[src/rtl/regdst_hazard_ctrl_if.sv]
// Register-destination / hazard control bundle between the ID-stage decode
// and the hazard controller. Optional stats counters need HAZARD_STALL_STATS_EN.
interface regdst_hazard_ctrl_if;
    logic       id_valid;
    logic [4:0] id_rs;
    logic [4:0] id_rt;
    logic [4:0] id_rd;
    logic       id_reg_dst;
    logic       id_reg_write;
    logic       id_mem_read;
    logic       id_uses_rt;
    logic       flush;
    logic       dst_sel;
    logic       stall;
    logic [4:0] ex_dst;
    logic [4:0] mem_dst;
    logic [4:0] wb_dst;
    logic       wb_we;
    logic [1:0] fwd_a;
    logic [1:0] fwd_b;
`ifdef HAZARD_STALL_STATS_EN
    logic [15:0] stall_count;
    logic [15:0] flush_count;
`endif

    modport master (
        output id_valid, id_rs, id_rt, id_rd,
        output id_reg_dst, id_reg_write,
        output id_mem_read, id_uses_rt, flush,
        input  dst_sel, stall,
        input  ex_dst, mem_dst, wb_dst,
        input  wb_we, fwd_a, fwd_b
`ifdef HAZARD_STALL_STATS_EN
        , input stall_count, flush_count
`endif
    );

    modport slave (
        input  id_valid, id_rs, id_rt, id_rd,
        input  id_reg_dst, id_reg_write,
        input  id_mem_read, id_uses_rt, flush,
        output dst_sel, stall,
        output ex_dst, mem_dst, wb_dst,
        output wb_we, fwd_a, fwd_b
`ifdef HAZARD_STALL_STATS_EN
        , output stall_count, flush_count
`endif
    );
endinterface

[src/rtl/regdst_hazard_ctrl.sv]
// Destination tracking, load-use stall FSM and EX forwarding selects.
// Ports: clk, reset_n (sync, active-low), bus (regdst_hazard_ctrl_if.slave).
// HAZARD_STALL_STATS_EN adds stall_count/flush_count on the bus.
module regdst_hazard_ctrl #(
    parameter int unsigned LOAD_STALL_CYCLES = 1,
    parameter logic [4:0]  ZERO_REG          = 5'd0
) (
    input  logic clk,
    input  logic reset_n,
    regdst_hazard_ctrl_if.slave bus
);
    typedef enum logic {IDLE, STALL} state_t;

    typedef struct packed {
        logic       valid;
        logic [4:0] dst;
        logic       we;
        logic       load;
        logic [4:0] rs;
        logic [4:0] rt;
        logic       uses_rt;
    } ex_t;

    typedef struct packed {
        logic       valid;
        logic [4:0] dst;
        logic       we;
        logic       load;
    } mem_t;

    typedef struct packed {
        logic       valid;
        logic [4:0] dst;
        logic       we;
    } wb_t;

    // The hazard cycle itself is the first bubble; the counter covers the rest.
    localparam logic [1:0] STALL_INIT = 2'(LOAD_STALL_CYCLES - 1);

    state_t     state_q, state_d;
    logic [1:0] cnt_q, cnt_d;
    ex_t        ex_q, ex_d;
    mem_t       mem_q, mem_d;
    wb_t        wb_q, wb_d;
    logic       hazard;
    logic       stall;
    logic       wb_we;
    logic       mem_fwd_ok;

    assign hazard = ex_q.valid && ex_q.load && ex_q.we &&
                    (ex_q.dst != ZERO_REG) && bus.id_valid &&
                    ((ex_q.dst == bus.id_rs) ||
                     (bus.id_uses_rt && (ex_q.dst == bus.id_rt)));

    always_comb begin
        state_d = state_q;
        cnt_d   = cnt_q;
        stall   = 1'b0;
        unique case (state_q)
            IDLE: begin
                // A flushed consumer is dead, so it needs no bubble.
                if (hazard && !bus.flush) begin
                    stall = 1'b1;
                    if (STALL_INIT != 2'd0) begin
                        cnt_d   = STALL_INIT;
                        state_d = STALL;
                    end
                end
            end
            STALL: begin
                stall = 1'b1;
                cnt_d = cnt_q - 2'd1;
                if (cnt_q == 2'd1) state_d = IDLE;
            end
            default: state_d = IDLE;
        endcase
    end

    always_comb begin
        ex_d = '0;
        if (bus.id_valid && !stall && !bus.flush) begin
            ex_d.valid   = 1'b1;
            ex_d.dst     = bus.id_reg_dst ? bus.id_rd : bus.id_rt;
            ex_d.we      = bus.id_reg_write;
            ex_d.load    = bus.id_mem_read;
            ex_d.rs      = bus.id_rs;
            ex_d.rt      = bus.id_rt;
            ex_d.uses_rt = bus.id_uses_rt;
        end
        mem_d = '{valid: ex_q.valid, dst: ex_q.dst,
                  we: ex_q.we, load: ex_q.load};
        wb_d  = '{valid: mem_q.valid, dst: mem_q.dst,
                  we: mem_q.we};
    end

    always_ff @(posedge clk) begin
        if (!reset_n) begin
            state_q <= IDLE;
            cnt_q   <= '0;
            ex_q    <= '0;
            mem_q   <= '0;
            wb_q    <= '0;
        end else begin
            state_q <= state_d;
            cnt_q   <= cnt_d;
            ex_q    <= ex_d;
            mem_q   <= mem_d;
            wb_q    <= wb_d;
        end
    end

    assign wb_we = wb_q.valid && wb_q.we && (wb_q.dst != ZERO_REG);

    // Loads in MEM have no data yet; the stall moves them to WB first.
    assign mem_fwd_ok = mem_q.valid && mem_q.we && !mem_q.load &&
                        (mem_q.dst != ZERO_REG);

    always_comb begin
        bus.fwd_a = 2'b00;
        if (mem_fwd_ok && (mem_q.dst == ex_q.rs))
            bus.fwd_a = 2'b10;
        else if (wb_we && (wb_q.dst == ex_q.rs))
            bus.fwd_a = 2'b01;
    end

    always_comb begin
        bus.fwd_b = 2'b00;
        if (ex_q.uses_rt) begin
            if (mem_fwd_ok && (mem_q.dst == ex_q.rt))
                bus.fwd_b = 2'b10;
            else if (wb_we && (wb_q.dst == ex_q.rt))
                bus.fwd_b = 2'b01;
        end
    end

    assign bus.dst_sel = bus.id_reg_dst;
    assign bus.stall   = stall;
    assign bus.ex_dst  = ex_q.dst;
    assign bus.mem_dst = mem_q.dst;
    assign bus.wb_dst  = wb_q.dst;
    assign bus.wb_we   = wb_we;

`ifdef HAZARD_STALL_STATS_EN
    logic [15:0] stall_count_q, stall_count_d;
    logic [15:0] flush_count_q, flush_count_d;

    always_comb begin
        stall_count_d = stall_count_q;
        flush_count_d = flush_count_q;
        if (stall && (stall_count_q != 16'hFFFF))
            stall_count_d = stall_count_q + 16'd1;
        if (bus.flush && (flush_count_q != 16'hFFFF))
            flush_count_d = flush_count_q + 16'd1;
    end

    always_ff @(posedge clk) begin
        if (!reset_n) begin
            stall_count_q <= '0;
            flush_count_q <= '0;
        end else begin
            stall_count_q <= stall_count_d;
            flush_count_q <= flush_count_d;
        end
    end

    assign bus.stall_count = stall_count_q;
    assign bus.flush_count = flush_count_q;
`endif
endmodule

[src/flat_wrapper.sv]
// flat-port wrapper written by rule: the top's interface ports become plain ports
module regdst_hazard_ctrl_flat 
#(
    parameter int unsigned LOAD_STALL_CYCLES = 1,
    parameter logic [4:0]  ZERO_REG          = 5'd0
)
  (clk, reset_n, bus_id_valid, bus_id_rs, bus_id_rt, bus_id_rd, bus_id_reg_dst, bus_id_reg_write, bus_id_mem_read, bus_id_uses_rt, bus_flush, bus_dst_sel, bus_stall, bus_ex_dst, bus_mem_dst, bus_wb_dst, bus_wb_we, bus_fwd_a, bus_fwd_b);
  regdst_hazard_ctrl_if bus_i ();
  input  logic clk;
  input  logic reset_n;
  input wire logic [$bits(bus_i.id_valid)-1:0] bus_id_valid;
  input wire logic [$bits(bus_i.id_rs)-1:0] bus_id_rs;
  input wire logic [$bits(bus_i.id_rt)-1:0] bus_id_rt;
  input wire logic [$bits(bus_i.id_rd)-1:0] bus_id_rd;
  input wire logic [$bits(bus_i.id_reg_dst)-1:0] bus_id_reg_dst;
  input wire logic [$bits(bus_i.id_reg_write)-1:0] bus_id_reg_write;
  input wire logic [$bits(bus_i.id_mem_read)-1:0] bus_id_mem_read;
  input wire logic [$bits(bus_i.id_uses_rt)-1:0] bus_id_uses_rt;
  input wire logic [$bits(bus_i.flush)-1:0] bus_flush;
  output wire logic [$bits(bus_i.dst_sel)-1:0] bus_dst_sel;
  output wire logic [$bits(bus_i.stall)-1:0] bus_stall;
  output wire logic [$bits(bus_i.ex_dst)-1:0] bus_ex_dst;
  output wire logic [$bits(bus_i.mem_dst)-1:0] bus_mem_dst;
  output wire logic [$bits(bus_i.wb_dst)-1:0] bus_wb_dst;
  output wire logic [$bits(bus_i.wb_we)-1:0] bus_wb_we;
  output wire logic [$bits(bus_i.fwd_a)-1:0] bus_fwd_a;
  output wire logic [$bits(bus_i.fwd_b)-1:0] bus_fwd_b;
  assign bus_i.id_valid = bus_id_valid;
  assign bus_i.id_rs = bus_id_rs;
  assign bus_i.id_rt = bus_id_rt;
  assign bus_i.id_rd = bus_id_rd;
  assign bus_i.id_reg_dst = bus_id_reg_dst;
  assign bus_i.id_reg_write = bus_id_reg_write;
  assign bus_i.id_mem_read = bus_id_mem_read;
  assign bus_i.id_uses_rt = bus_id_uses_rt;
  assign bus_i.flush = bus_flush;
  assign bus_dst_sel = bus_i.dst_sel;
  assign bus_stall = bus_i.stall;
  assign bus_ex_dst = bus_i.ex_dst;
  assign bus_mem_dst = bus_i.mem_dst;
  assign bus_wb_dst = bus_i.wb_dst;
  assign bus_wb_we = bus_i.wb_we;
  assign bus_fwd_a = bus_i.fwd_a;
  assign bus_fwd_b = bus_i.fwd_b;
  regdst_hazard_ctrl #(.LOAD_STALL_CYCLES(LOAD_STALL_CYCLES), .ZERO_REG(ZERO_REG)) u_core (.clk(clk), .reset_n(reset_n), .bus(bus_i));
endmodule
[config.mk]
export PLATFORM = sky130hd
export DESIGN_NAME = regdst_hazard_ctrl_flat
export DESIGN_NICKNAME = d
export VERILOG_FILES = /design/src/rtl/regdst_hazard_ctrl_if.sv /design/src/rtl/regdst_hazard_ctrl.sv /design/src/flat_wrapper.sv
export SDC_FILE = /design/constraint.sdc
export NUM_CORES = 1
export LEC_CHECK = 0
export CAP_MARGIN = 15
export CORE_MARGIN = 2
export CORE_UTILIZATION = 43
export CTS_CLUSTER_DIAMETER = 30
export DETAILED_ROUTE_END_ITERATION = 10
export HOLD_SLACK_MARGIN = 0.08
export PLACE_DENSITY_LB_ADDON = 0.05
export RECOVER_POWER = 100
export SYNTH_ARGS = -nofsm -noshare
export SYNTH_HDL_FRONTEND = slang
export SYNTH_SLANG_ARGS = --single-unit
[constraint.sdc]
create_clock -name clk -period 1.6 [get_ports clk]
set_clock_uncertainty 0.2 [all_clocks]
set_input_delay 0.24 -clock clk [delete_from_list [all_inputs] [get_ports clk]]
set_output_delay 0.24 -clock clk [all_outputs]
set_load 0.02 [all_outputs]
==> impl_metrics.toml <==
[sta]
max_freq_ghz = 0.450
fin_crit_sh = 1.39
worst_pin_slew_ns = 0.624
worst_slack_ns = -0.624
report.final.slew_viol_count = 0
timing.slew.headroom = 0.584
grt_setup_unrepaired = "true"
setup_viol = 25
finalCriticalPeriod_ns = 2.22
hold_violations = 0
whs_ns = 0.182

[power_and_ir_drop]
fin_total_pwr_mw = 1.81
power_leakage_nw = 1.15
power_density_nw_per_um2 = 713
vdd_drop_max_mv = 0.560

[global_route]
grt_usage = 0.185
grt_max_degree = 20
overflow = 0
grt_pass1_wl_mm = 6.21
antenna_found_initial = 0
grt_pass1_vias = 1376

[final_layout]
layout-drive-gt1-share = 0.325
num_antenna_cells = 0
final_cells = 290
nets = 263
final_cell_mix = "34 x buf_4, 29 x dfxtp_1, 17 x a211oi_1, 17 x clkdlybuf4s50_1"
fin_area_um2 = 2540
area_growth_pct = 47.3
layout_commonest_cell = "buf_4"
fillCellCount = 339

[critical_path]
crit_chain = "or4_4 > o2111ai_4 > nor4_2 > and2_4 > buf_2"
crit_path_top_delay_cell = "or4_4"
crit_arrival_ns = 1.78
start_kind = "flop"
critPathTopFamily = "simple AND/OR/NAND/NOR gates"
crit_type = "reg2out"
cp-end-kind = "output pin"
cp_slowest_stage_delay_ns = 0.54
path_buf_inv = 1
path_max_fanout = 2
required_ns = 1.16

[cts]
clk_pin_slew_ns = 0.07
cts_tree = "yes"
htree_levels = 2
clock_sinks = 37
cts_buffers = 5
clk_latency_ns = 0.28
clockRootBuffer = "clkbuf_8"
cts_buffer_depth = 2

[placed_design]
dpl_cell_area_um2 = 2350
post-place-ws_ns = -0.998
hpwl_mm = 2.90
io_buffers = 44
place_inst = 279
gp_congestion = 0.836

[outcome]
failed_checks = "negative setup slack"
outcome = "complete, but fails checks"

[floorplanning]
fp.coreArea_um2 = 3910
initial_core_util = 0.440
dieWidth_um = 67.3
die_y_um = 67.3
dieArea_um2 = 4530
boundaryPins = 45
num_rows = 23

[synthesis]
synthesis.nets = 200
ys_seq_elements = 37
synthDistinctLibCells = 30
syn-cell-area_um2 = 1720
yosys_warnings = 0
yosysTopAreaCell = "dfxtp_1"
seq_area_frac_synth = 0.430
yosys.area.top_type_share = 0.430
netlist_instances = 176
synth_area_leaders = "dfxtp_1 43%, xnor2_1 9.7%, a211oi_1 7.8%"
synth.avg_cell_area_um2 = 9.79

[route]
vias = 1343
drtAntennaViolNets = 0
wire_per_inst_um = 13.0
first_pass_iters = 3
post-route-drc-count = 0
drt-total-wl_mm = 3.77
drtIter0Drc = 23
avgViaCountPerCell = 4.63

[min_path]
hold_path_class = "in2reg"

[run]
cap_viol_max_count = 0
-- per-layer routing --
metal  track usage  up-vias  share of wire
li1              -      698              -
met1         0.210      605           0.43
met2         0.343       36           0.52
met3        0.0400        4          0.042
met4        0.0612        0         0.0098
met5             0        -              0
-- power by group --
part           internal, mW  total [mW]  switching [mW]  leakage (nW)
Combinational         0.136       0.241           0.105         0.805
Clock                 0.300       0.612           0.312        0.0439
Sequential            0.940       0.956          0.0160         0.304
-- area by class of cell --
| cell class | count | area [µm²] | area share |
|---|---|---|---|
| timing repair buffer | 80 | 678 | 0.267 |
| tap | 50 | 62.6 | 0.0246 |
| multi-input combinational | 100 | 902 | 0.355 |
| clock buffer | 5 | 68.8 | 0.0271 |
| sequential | 37 | 753 | 0.297 |
| inverter | 15 | 56.3 | 0.0222 |
| clock inverter | 3 | 17.5 | 0.00690 |
-- sequential cells by signal, indices dropped and copies added, names as in the netlist --
signal,count
u_core.ex_q,14
u_core.bus.ex_dst,5
u_core.bus.mem_dst,5
u_core.bus.wb_dst,5
u_core.mem_q,3
u_core.cnt_q,2
u_core.wb_q,2
u_core.state_q,1
-- timing repair --
action | in CTS | in global routing
gates cloned | 0 | 1
setup endpoints to repair | 41 | 27
pin swaps | 7 | 9
hold endpoints to repair | 0 | 0
buffers inserted | 1 | 3
resized for setup | 62 | 26
hold buffers | 0 | 0
-- metrics by stage --
stage | TNS, ns | util
global route | -5.46 | 0.649
detailed placement | -14.40 | 0.599
CTS | -4.48 | 0.628
global placement | -12.06 | 0.599
floorplan | -1.03 | -
finish | -3.61 | 0.649
-- synthesized netlist by cell type, drive strengths merged --
cell     number
or4           1
ha            1
o32ai         1
nor3          1
dfxtp        37
clkbuf        6
o311a         1
a211oi       18
and3b         1
mux2i         6
inv          15
nor2b         2
nand3b        1
nor4          4
buf          18
nand3         3
nand2         1
o2111ai       1
nand4         4
a21oi         2
xor2         12
or3           1
xnor2        19
nor2          2
and2         17
a21o          1
-- logic make-up after synthesis --
| kind of cell | share of synthesized area |
|---|---|
| buf+inv | 0.121 |
| flops | 0.430 |
| xor+xnor | 0.158 |
| mux | 0.0349 |
| compound gates | 0.108 |
| fa+ha+maj | 0.00726 |
| simple gates | 0.142 |
-- worst paths after layout --
path | start | end | slack, ns | cells after the start
setup / recovery | u_core.bus.mem_dst[0] | bus_fwd_b[1] | -0.62 | 5
hold reg to reg | u_core.ex_q[18] | u_core.mem_q[7] | 0.26 | 1
hold / removal | bus_id_rt[2] | u_core.ex_q[3] | 0.18 | 3
setup reg to reg | u_core.bus.ex_dst[4] | u_core.bus.ex_dst[2] | -0.04 | 5
-- worst register-to-register path, delay by kind of cell (launching register included) --
family	cells	cell delay (ns)
AO/OA/AOI/OAI	2	0.45
XOR/XNOR	1	0.12
buffers and inverters	1	0.20
flip-flops	1	0.38
AND/OR/NAND/NOR	1	0.16
No activity file was read; power rests on OpenSTA's default activity.
